### src/rtl/eth_packet_player_if.sv
// AXI-stream bundle used for both the transmit and receive sides of eth_packet_player.
// The master modport drives DATA/KEEP/LAST/VALID; the slave modport drives READY.
interface eth_packet_player_if;
  logic [63:0] DATA;
  logic [7:0]  KEEP;
  logic        LAST;
  logic        VALID;
  logic        READY;

  modport master (
    output DATA,
    output KEEP,
    output LAST,
    output VALID,
    input  READY
  );

  modport slave (
    input  DATA,
    input  KEEP,
    input  LAST,
    input  VALID,
    output READY
  );
endinterface

### src/rtl/eth_packet_player.sv
// eth_packet_player: memory-backed Ethernet stimulus engine for a 64-bit AXI-stream port.
// Plays preloaded flits as packets, each prefixed by a two-flit Ethernet/Galapagos header,
// optionally repeats the sequence, and inserts IPG idle cycles between packets.
// Also sinks the receive stream and counts flits, bytes and packets.
// Optional feature macro: ETH_PLAYER_RX_THROTTLE_EN (rotating receive-ready pattern).
module eth_packet_player #(
  parameter int unsigned DEPTH         = 64,
  parameter int unsigned IPG           = 0,
  parameter logic [47:0] MAC_ADDR_FPGA = 48'hfa163e55ca02,
  parameter logic [47:0] MAC_ADDR_STIM = 48'h0cc47a88c047,
  parameter logic [15:0] ETHERTYPE     = 16'h7400,
  localparam int unsigned AW           = $clog2(DEPTH)
) (
  input  logic                        aclk,
  input  logic                        aresetn,
  input  logic                        load_we,
  input  logic [AW-1:0]               load_addr,
  input  logic [63:0]                 load_data,
  input  logic [7:0]                  load_keep,
  input  logic                        load_last,
  input  logic                        start,
  input  logic [AW:0]                 num_flits,
  input  logic [15:0]                 num_repeat,
  input  logic [7:0]                  dst_id,
  eth_packet_player_if.master         stream_out,
  eth_packet_player_if.slave          stream_in,
  input  logic [7:0]                  throttle_pattern,
  output logic                        busy,
  output logic                        done,
  output logic [15:0]                 tx_pkt_count,
  output logic [31:0]                 rx_flit_count,
  output logic [31:0]                 rx_byte_count,
  output logic [15:0]                 rx_pkt_count
);

  typedef enum logic [2:0] {
    StIdle,
    StHdr0,
    StHdr1,
    StBody,
    StGap,
    StFin
  } state_e;

  // First header flit: destination MAC then upper source MAC, most significant byte first.
  localparam logic [63:0] Hdr0 = {
    MAC_ADDR_STIM[39:32], MAC_ADDR_STIM[47:40],
    MAC_ADDR_FPGA[7:0],   MAC_ADDR_FPGA[15:8],  MAC_ADDR_FPGA[23:16],
    MAC_ADDR_FPGA[31:24], MAC_ADDR_FPGA[39:32], MAC_ADDR_FPGA[47:40]
  };

  // Gap counter preload; counts down to zero so the idle run is exactly IPG cycles.
  localparam logic [7:0] GapLoad = (IPG > 0) ? 8'(IPG - 1) : 8'd0;

  // Second header flit: lower source MAC, ethertype, Galapagos destination, pad byte.
  function automatic logic [63:0] hdr1(input logic [7:0] dst);
    return {8'h00, dst, ETHERTYPE[7:0], ETHERTYPE[15:8],
            MAC_ADDR_STIM[7:0], MAC_ADDR_STIM[15:8],
            MAC_ADDR_STIM[23:16], MAC_ADDR_STIM[31:24]};
  endfunction

  function automatic logic [3:0] popcount8(input logic [7:0] v);
    logic [3:0] n;
    n = '0;
    for (int i = 0; i < 8; i++) begin
      n = n + 4'(v[i]);
    end
    return n;
  endfunction

  // Flit memory: {last, keep, data}.
  logic [72:0] mem [DEPTH];

  state_e      state_q;
  logic [63:0] data_q;
  logic [7:0]  keep_q;
  logic        last_q;
  logic        valid_q;
  logic        busy_q;
  logic        done_q;
  logic [15:0] tx_pkt_count_q;
  logic [AW-1:0] addr_q;
  logic [AW:0] num_flits_q;
  logic [15:0] repeat_q;
  logic [7:0]  dst_id_q;
  logic [7:0]  gap_q;

  logic [31:0] rx_flit_count_q;
  logic [31:0] rx_byte_count_q;
  logic [15:0] rx_pkt_count_q;

  logic          start_ok;
  logic          start_fire;
  logic [AW-1:0] rd_addr;
  logic [72:0]   mem_rd;
  logic [AW:0]   last_idx;
  logic          rd_last;
  logic          pass_end;
  logic          tx_ready;
  logic          rx_ready;
  logic          rx_fire;

  assign start_ok   = (num_flits != '0) && (num_flits <= (AW + 1)'(DEPTH));
  assign start_fire = (state_q == StIdle) && start && start_ok;
  assign tx_ready   = stream_out.READY;

  // In BODY the presented flit is at addr_q, so the next one to fetch is addr_q + 1.
  assign rd_addr  = (state_q == StBody) ? addr_q + AW'(1) : addr_q;
  assign mem_rd   = mem[rd_addr];
  assign last_idx = num_flits_q - (AW + 1)'(1);
  assign rd_last  = ({1'b0, rd_addr} == last_idx);
  assign pass_end = ({1'b0, addr_q} == last_idx);

  // Flit memory write port; loads are locked out while playback is active.
  always_ff @(posedge aclk) begin
    if (load_we && !busy_q) begin
      mem[load_addr] <= {load_last, load_keep, load_data};
    end
  end

  // Playback FSM with registered stream outputs; output regs only advance on a handshake.
  always_ff @(posedge aclk or negedge aresetn) begin
    if (!aresetn) begin
      state_q        <= StIdle;
      data_q         <= '0;
      keep_q         <= '0;
      last_q         <= 1'b0;
      valid_q        <= 1'b0;
      busy_q         <= 1'b0;
      done_q         <= 1'b0;
      tx_pkt_count_q <= '0;
      addr_q         <= '0;
      num_flits_q    <= '0;
      repeat_q       <= '0;
      dst_id_q       <= '0;
      gap_q          <= '0;
    end else begin
      done_q <= 1'b0;
      unique case (state_q)
        StIdle: begin
          if (start_fire) begin
            num_flits_q    <= num_flits;
            repeat_q       <= num_repeat;
            dst_id_q       <= dst_id;
            tx_pkt_count_q <= '0;
            addr_q         <= '0;
            busy_q         <= 1'b1;
            data_q         <= Hdr0;
            keep_q         <= 8'hff;
            last_q         <= 1'b0;
            valid_q        <= 1'b1;
            state_q        <= StHdr0;
          end
        end
        StHdr0: begin
          if (tx_ready) begin
            data_q  <= hdr1(dst_id_q);
            keep_q  <= 8'hff;
            last_q  <= 1'b0;
            state_q <= StHdr1;
          end
        end
        StHdr1: begin
          if (tx_ready) begin
            data_q  <= mem_rd[63:0];
            keep_q  <= mem_rd[71:64];
            last_q  <= mem_rd[72] | rd_last;
            state_q <= StBody;
          end
        end
        StBody: begin
          if (tx_ready) begin
            if (!last_q) begin
              addr_q <= addr_q + AW'(1);
              data_q <= mem_rd[63:0];
              keep_q <= mem_rd[71:64];
              last_q <= mem_rd[72] | rd_last;
            end else begin
              tx_pkt_count_q <= tx_pkt_count_q + 16'd1;
              if (pass_end && (repeat_q == '0)) begin
                valid_q <= 1'b0;
                busy_q  <= 1'b0;
                done_q  <= 1'b1;
                addr_q  <= '0;
                state_q <= StFin;
              end else begin
                if (pass_end) begin
                  addr_q   <= '0;
                  repeat_q <= repeat_q - 16'd1;
                end else begin
                  addr_q <= addr_q + AW'(1);
                end
                if (IPG > 0) begin
                  valid_q <= 1'b0;
                  gap_q   <= GapLoad;
                  state_q <= StGap;
                end else begin
                  data_q  <= Hdr0;
                  keep_q  <= 8'hff;
                  last_q  <= 1'b0;
                  state_q <= StHdr0;
                end
              end
            end
          end
        end
        StGap: begin
          if (gap_q == '0) begin
            data_q  <= Hdr0;
            keep_q  <= 8'hff;
            last_q  <= 1'b0;
            valid_q <= 1'b1;
            state_q <= StHdr0;
          end else begin
            gap_q <= gap_q - 8'd1;
          end
        end
        StFin: begin
          state_q <= StIdle;
        end
        default: begin
          state_q <= StIdle;
        end
      endcase
    end
  end

`ifdef ETH_PLAYER_RX_THROTTLE_EN
  logic [7:0] rot_q;
  logic       rot_loaded_q;
  logic [7:0] rot_cur;

  // Until the first clock after reset the pattern input stands in for the rotate register.
  assign rot_cur  = rot_loaded_q ? rot_q : throttle_pattern;
  assign rx_ready = rot_cur[0];

  // Receive-ready rotator, reloaded from the pattern whenever playback starts.
  always_ff @(posedge aclk or negedge aresetn) begin
    if (!aresetn) begin
      rot_q        <= '0;
      rot_loaded_q <= 1'b0;
    end else begin
      rot_loaded_q <= 1'b1;
      if (start_fire) begin
        rot_q <= throttle_pattern;
      end else begin
        rot_q <= {rot_cur[0], rot_cur[7:1]};
      end
    end
  end
`else
  logic unused_throttle;
  assign unused_throttle = ^throttle_pattern;
  assign rx_ready        = 1'b1;
`endif

  logic unused_rx_data;
  assign unused_rx_data = ^stream_in.DATA;

  assign rx_fire = stream_in.VALID && rx_ready;

  // Receive-side counters; free-running and independent of playback.
  always_ff @(posedge aclk or negedge aresetn) begin
    if (!aresetn) begin
      rx_flit_count_q <= '0;
      rx_byte_count_q <= '0;
      rx_pkt_count_q  <= '0;
    end else if (rx_fire) begin
      rx_flit_count_q <= rx_flit_count_q + 32'd1;
      rx_byte_count_q <= rx_byte_count_q + 32'(popcount8(stream_in.KEEP));
      rx_pkt_count_q  <= rx_pkt_count_q + 16'(stream_in.LAST);
    end
  end

  assign stream_out.DATA  = data_q;
  assign stream_out.KEEP  = keep_q;
  assign stream_out.LAST  = last_q;
  assign stream_out.VALID = valid_q;
  assign stream_in.READY  = rx_ready;

  assign busy          = busy_q;
  assign done          = done_q;
  assign tx_pkt_count  = tx_pkt_count_q;
  assign rx_flit_count = rx_flit_count_q;
  assign rx_byte_count = rx_byte_count_q;
  assign rx_pkt_count  = rx_pkt_count_q;

endmodule
### src/flat_wrapper.sv
// flat-port wrapper written by rule: the top's interface ports become plain ports
module eth_packet_player_flat 
#(
  parameter int unsigned DEPTH         = 64,
  parameter int unsigned IPG           = 0,
  parameter logic [47:0] MAC_ADDR_FPGA = 48'hfa163e55ca02,
  parameter logic [47:0] MAC_ADDR_STIM = 48'h0cc47a88c047,
  parameter logic [15:0] ETHERTYPE     = 16'h7400,
  localparam int unsigned AW           = $clog2(DEPTH)
)
  (aclk, aresetn, load_we, load_addr, load_data, load_keep, load_last, start, num_flits, num_repeat, dst_id, throttle_pattern, busy, done, tx_pkt_count, rx_flit_count, rx_byte_count, rx_pkt_count, stream_out_DATA, stream_out_KEEP, stream_out_LAST, stream_out_VALID, stream_out_READY, stream_in_DATA, stream_in_KEEP, stream_in_LAST, stream_in_VALID, stream_in_READY);
  eth_packet_player_if stream_out_i ();
  eth_packet_player_if stream_in_i ();
  input  logic aclk;
  input  logic aresetn;
  input  logic load_we;
  input  logic [AW-1:0] load_addr;
  input  logic [63:0] load_data;
  input  logic [7:0] load_keep;
  input  logic load_last;
  input  logic start;
  input  logic [AW:0] num_flits;
  input  logic [15:0] num_repeat;
  input  logic [7:0] dst_id;
  input  logic [7:0] throttle_pattern;
  output logic busy;
  output logic done;
  output logic [15:0] tx_pkt_count;
  output logic [31:0] rx_flit_count;
  output logic [31:0] rx_byte_count;
  output logic [15:0] rx_pkt_count;
  output wire logic [$bits(stream_out_i.DATA)-1:0] stream_out_DATA;
  output wire logic [$bits(stream_out_i.KEEP)-1:0] stream_out_KEEP;
  output wire logic [$bits(stream_out_i.LAST)-1:0] stream_out_LAST;
  output wire logic [$bits(stream_out_i.VALID)-1:0] stream_out_VALID;
  input wire logic [$bits(stream_out_i.READY)-1:0] stream_out_READY;
  input wire logic [$bits(stream_in_i.DATA)-1:0] stream_in_DATA;
  input wire logic [$bits(stream_in_i.KEEP)-1:0] stream_in_KEEP;
  input wire logic [$bits(stream_in_i.LAST)-1:0] stream_in_LAST;
  input wire logic [$bits(stream_in_i.VALID)-1:0] stream_in_VALID;
  output wire logic [$bits(stream_in_i.READY)-1:0] stream_in_READY;
  assign stream_out_DATA = stream_out_i.DATA;
  assign stream_out_KEEP = stream_out_i.KEEP;
  assign stream_out_LAST = stream_out_i.LAST;
  assign stream_out_VALID = stream_out_i.VALID;
  assign stream_out_i.READY = stream_out_READY;
  assign stream_in_i.DATA = stream_in_DATA;
  assign stream_in_i.KEEP = stream_in_KEEP;
  assign stream_in_i.LAST = stream_in_LAST;
  assign stream_in_i.VALID = stream_in_VALID;
  assign stream_in_READY = stream_in_i.READY;
  eth_packet_player #(.DEPTH(DEPTH), .IPG(IPG), .MAC_ADDR_FPGA(MAC_ADDR_FPGA), .MAC_ADDR_STIM(MAC_ADDR_STIM), .ETHERTYPE(ETHERTYPE)) u_core (.aclk(aclk), .aresetn(aresetn), .load_we(load_we), .load_addr(load_addr), .load_data(load_data), .load_keep(load_keep), .load_last(load_last), .start(start), .num_flits(num_flits), .num_repeat(num_repeat), .dst_id(dst_id), .stream_out(stream_out_i), .stream_in(stream_in_i), .throttle_pattern(throttle_pattern), .busy(busy), .done(done), .tx_pkt_count(tx_pkt_count), .rx_flit_count(rx_flit_count), .rx_byte_count(rx_byte_count), .rx_pkt_count(rx_pkt_count));
endmodule
### config.mk
export PLATFORM = sky130hd
export DESIGN_NAME = eth_packet_player_flat
export DESIGN_NICKNAME = d
export VERILOG_FILES = /design/src/rtl/eth_packet_player_if.sv /design/src/rtl/eth_packet_player.sv /design/src/flat_wrapper.sv
export SDC_FILE = /design/constraint.sdc
export NUM_CORES = 2
export LEC_CHECK = 0
export ABC_CLOCK_PERIOD_IN_PS = 5900
export CAP_MARGIN = 20
export CORE_MARGIN = 4
export CORE_UTILIZATION = 30
export CTS_CLUSTER_DIAMETER = 150
export CTS_CLUSTER_SIZE = 14
export DETAILED_ROUTE_END_ITERATION = 10
export PLACE_DENSITY = 0.5
export SYNTH_ARGS = -nofsm -noshare
export SYNTH_HDL_FRONTEND = slang
export SYNTH_MEMORY_MAX_BITS = 65536
export SYNTH_SLANG_ARGS = --single-unit
### constraint.sdc
create_clock -name aclk -period 5.9 [get_ports aclk]
set_input_delay 0.885 -clock aclk [delete_from_list [all_inputs] [get_ports aclk]]
set_output_delay 0.885 -clock aclk [all_outputs]
set_load 0.03 [all_outputs]
**Word level (Yosys, flattened, before mapping)**

Memories as Yosys holds them, arrays and structs flattened.
Index checks and enable logic that the tools add are counted.

- Flip-flop bits (word level): 220
- RAM bits: 4672
- Input port bits: 197
- Word-level logic and storage cells: 135
- Memories: 1

Memory list:

| memory | words | width | rd ports | clocked after Yosys merged registers in | wr ports | RTL line | RTL |
|---|---|---|---|---|---|---|---|
| u_core.mem | 64 | 73 | 1 | 0 | 1 | eth_packet_player.sv:72 | `logic [72:0] mem [DEPTH];` |

- Add/subtract/negate cells: 15
- Magnitude comparators: 1
- Equality and inequality tests: 16
- Muxes and demuxes: 61
- Bitwise operators: 2
- Reduce and logical (&&, ||, !) cells: 23

Operators with widths:

| kind | number |
|---|---|
| $mux 64 | 7 |
| $pmux 64 s5 | 1 |
| $mux 16 | 8 |
| $pmux 16 s2 | 2 |
| $mux 8 | 7 |
| $pmux 8 s5 | 1 |
| $mux 6 | 6 |
| $add 32x1->32 const B | 1 |
| $add 32x4->32 | 1 |
| $add 4x1->4 | 6 |
| $reduce_and 6->1 | 4 |
| $mux 3 | 7 |
| $mux 1 | 17 |
| $add 16x1->16 | 1 |
| $add 16x1->16 const B | 1 |
| $logic_not 16->1 | 1 |
| $sub 16x1->16 const B | 1 |
| $pmux 3 s5 | 1 |
| $eq 6x7->1 | 2 |
| $pmux 6 s2 | 1 |
| $ne 2x2->1 const B | 5 |
| $logic_not 8->1 | 1 |
| $ne 2x1->1 const B | 4 |
| $sub 8x1->8 const B | 1 |
| 25 further kinds | 31 |

**Longest topological paths before layout**

- Depth in word-level cells: 8
- Depth in mapped cells: 17
- Depth with buffers taken out: 17

**Worst setup path after synthesis**

Ideal clock, no wire load.

- Path type: input port to flip-flop
- Start: input load_addr[4]
- End: memory u_core.mem[16][0], enable pin
- Setup time: 0.505 ns
- Arrival: 4.759 ns
- Path slack: 0.636 ns
- Cell stages on the path: 4
- Path through: clkbuf_1 -> or3b_2 -> clkbuf_1 -> nor2_1

RTL lines:

| what | RTL line | RTL |
|---|---|---|
| from (decl) | flat_wrapper.sv:17 | `input logic [AW-1:0] load_addr;` |
| to (decl) | eth_packet_player.sv:72 |  |

No word-level cell before the write port.

**Worst setup path after layout**

- Start: register u_core.addr_q[0]
- End: register u_core.data_q[56] (netlist: u_core.stream_out.DATA[56])

- Cells in the longest elaborated chain, start to end: 6

RTL lines:

| what | RTL line | RTL |
|---|---|---|
| from (decl) | eth_packet_player.sv:82 | `logic [AW-1:0] addr_q;` |
| from (signal assigned) | eth_packet_player.sv:174 | `addr_q <= addr_q + AW'(1);` |
| from (signal assigned) | eth_packet_player.sv:191 | `addr_q <= addr_q + AW'(1);` |
| $add 6x1->6 | eth_packet_player.sv:108 | `assign rd_addr = (state_q == StBody) ? addr_q + AW'(1) : addr_q;` |
| $mux 6 | eth_packet_player.sv:108 |  |
| $mem_v2 64x73 | - |  |
| $mux 64 | eth_packet_player.sv:173 | `if (!last_q) begin` |
| $mux 64 | eth_packet_player.sv:172 | `if (tx_ready) begin` |
| $pmux 64 s5 | eth_packet_player.sv:139 | `unique case (state_q)` |
| to (signal assigned) | eth_packet_player.sv:148 | `data_q <= Hdr0;` |
| to (signal assigned) | eth_packet_player.sv:157 | `data_q <= hdr1(dst_id_q);` |
| to (signal assigned) | eth_packet_player.sv:175 | `data_q <= mem_rd[63:0];` |
| to (decl) | eth_packet_player.sv:75 | `logic [63:0] data_q;` |

Several ways; a longest one is shown, not always the timed one. The select of a mux whose other input is x is not followed.
A chain may end at the register's enable or synchronous reset.

==> run summary <==
most common cell after layout, fill and taps aside -> edfxtp_1
worst slew pin tran -> 1.18 ns
grt ovf -> 0
final core utilization -> 34.3%
metal2 WL -> 332000 um
number of synthesized flops with an enable pin -> 4672
syn nets -> 14.1k
core area -> 0.655 mm2
CTS H-tree depth -> 5
Pleak -> 73.0 nW
CTS tree -> built
wire length on met1 -> 306000 um
Worst EP required -> 6.77 ns
Worst setup EP type -> register
synthesized instance count -> 13.9k
clk sinks -> 4892
slack of the critical path -> 1.14 ns
Arr. time, crit path -> 5.63 ns
outcome -> finished, final reports clean
initial antenna violation count -> 82
number of port buffers -> 296
R2R depth -> 10
vias -> 127k
Total GRT Usage -> 20.6%
worst vdd ir -> 0.831 mV
clk buf depth -> 4
Starting Density -> 30.2%
mapped cell area -> 0.198 mm2
total wire length -> 721000 um
Startpoint Class -> register
I/O pin total -> 370
DR vias/cell -> 5.49
Seq cells post-synth -> 4892
Post-synth ARST share -> 4.50%
maxcap violations -> 0
Worst Setup SP -> u_core.addr_q[0]
ANT nets after route -> 0
Die Wd -> 819 um
yosys warns -> 0
final net count -> 14.4k
Crit Path Max Fanout -> 83
Max Used Layer -> met5
largest net degree at the start of global routing -> 184
RSZ-0062 raised after global routing -> false
Worst-Skew Late Latency -> 1.03 ns
fin crit share -> 80.6%
setup slack, reg-to-reg -> 1.14 ns
Worst-path clk slew -> 0.08 ns
final setup skew -> 0.0636 ns
Cell Pwr Density -> 527 mW/mm2
crit path kind -> register to register
Detailed Route Iter0 Violations -> 17.4k
minimum clock period -> 4.76 ns
WHS Path Cells -> 1
Final Hold Fails -> 0
HP Class -> primary input to register
r2r startpoint -> u_core.addr_q[0]
Setup crit end -> u_core.stream_out.DATA[56]
CTS resizes -> 0
vias in the first global route -> 117k
full die area -> 0.671 mm2
Site Rows -> 297
DP HPWL -> 392000 um
first-pass GRT wire length -> 986000 um
Area Growth Syn to Fin -> 13.9%
final setup violation count -> 0
commonest cells after routing, fill and taps aside -> edfxtp_1 (4672), nand2_1 (3013), nand3_1 (1381), mux2i_1 (596), clkbuf_16 (393)
synth unique cells -> 100
Max-slew headroom -> 21.5%
Seq/Total Area, Yosys -> 73.8%
CTS Buf Count -> 387
highest clock rate -> 210 MHz
worst slack at placement -> 0.331 ns
First-pass DRT Iterations -> 6
min-delay src -> load_data[36]
total power -> 119 mW
total negative slack -> 0 ns
fill count -> 63.2k
drt wl/cell -> 31.2 um
Pins Over Slew Limit -> 0
share of layout cells above drive strength 1 -> 9.37%
placer congestion estimate -> 0.791
routed wl met3 -> 59900 um
Top FF cell, synth -> edfxtp_1
root buffer cell -> clkbuf_16
Post-CTS Setup Inserts -> 0
R2R Path End -> u_core.stream_out.DATA[56]
# DRC -> 0
Syn Area/Cell -> 14.2 um2
Die Span Y -> 819 um
registers in the layout (all words and copies together), names as in the netlist, 16 cells and up:
register and count:
u_core.tx_pkt_count 16, u_core.mem 4672, u_core.stream_out.DATA 64, u_core.rx_pkt_count 16, u_core.rx_byte_count 32, u_core.repeat_q 16
u_core.rx_flit_count 32
kinds of logic (layout without fill, tap and decap cells):
| kind of cell | after synthesis | in the layout | synth area share [%] |
|---|---|---|---|
| simple gates | 5238 | 5238 | 11.5 |
| flops | 4892 | 4892 | 73.8 |
| compound gates | 1878 | 1878 | 6.59 |
| buf+inv | 965 | 1489 | 2.41 |
| mux | 785 | 785 | 4.94 |
| xor+xnor | 121 | 121 | 0.590 |
| fa+ha+maj | 21 | 21 | 0.152 |
| other cells | 1 | 24 | 0.00190 |
layer usage:
metal | up-vias | GRT usage, %
met5 | - | 0
met4 | 20 | 5.57
met3 | 979 | 2.88
met2 | 6022 | 33.0
met1 | 66349 | 29.4
li1 | 53540 | -
power breakdown:
part	switching, mW	internal [mW]
combinational	37.3	16.9
clock	12.5	12.4
sequential	0.942	38.6
cells in the mapped netlist, types with 16 or more instances:
cell          n  area (um2)
edfxtp_1   4672      140000
nand2_1    3019       11300
nand3_1    1381        6910
mux2i_1     596        5970
buf_2       466        2330
a21oi_1     314        1570
a31oi_1     290        1810
nor2_1      270        1010
o22ai_1     258        1610
clkbuf_1    255         957
dfrtp_1     220        5510
o21ai_0     202        1010
o221ai_1    192        1680
nor3_1      163         816
mux4_2      147        3310
and3_1      129         807
a32oi_1     126        1100
buf_1        95         357
buf_4        95         713
nand4_1      81         507
xnor2_1      76         666
a211oi_1     65         488
nor4_1       55         344
nor2b_1      50         313
a2111oi_0    45         394
a311oi_1     45         394
mux2_2       42         473
a22oi_1      39         293
xor2_1       38         333
a221oi_1     33         289
o211ai_1     31         233
o31ai_1      28         210
buf_6        26         293
inv_1        25        93.8
o2111ai_1    24         210
o32ai_1      22         193
or3_1        22         138
a32o_1       17         170
o21ai_1      17        85.1
ha_1         16         200
timing repair:
item,4_1_cts,5_1_grt
endpoints found under the hold margin,65,0
setup endpoints to repair,0,0
hold buffers,1,0
worst min-delay path by stage:
stage          slack (ns)                        to
2_1_floorplan        0.44           u_core.gap_q[6]
3_3_place_gp         0.46  u_core.rx_flit_count[31]
3_5_place_dp         0.46           u_core.gap_q[6]
4_1_cts              0.37        u_core.dst_id_q[7]
5_1_grt               0.1        u_core.mem[25][36]
6_report             0.14        u_core.mem[25][36]
cell type report:
cell class / instances / area, um2 / share of cell area [%]
Sequential cell: 4892 / 146000 / 64.8
Multi-Input combinational cell: 8044 / 47800 / 21.2
Tap cell: 8671 / 10800 / 4.82
Clock buffer: 621 / 10700 / 4.75
Timing Repair Buffer: 820 / 9380 / 4.17
Clock inverter: 21 / 317 / 0.141
Inverter: 27 / 104 / 0.0462
Antenna cell: 23 / 57.6 / 0.0256
worst max-delay path, stage by stage (launching register included):
cell and delay (ns):
dfrtp_4 0.62, buf_12 0.44, inv_4 0.36, xnor2_4 0.61, buf_4 0.51, buf_12 0.39, nand2_1 0.12, a32o_1 0.30
o21ai_0 0.52, o21ai_1 0.18, o41ai_2 0.22
stage by stage:
| step | cells | hold WS [ns] | instance area, um2 |
|---|---|---|---|
| final | 23119 | 0.139 | 225000 |
| after global routing | 23106 | 0.0953 | 225000 |
| after CTS | 23058 | 0.373 | 224000 |
| after detailed placement | 22415 | 0.462 | 213000 |
| after global placement | 22413 | 0.457 | 213000 |
| after floorplan | 13901 | 0.442 | 198000 |
Power figures use the tool's default switching activity.
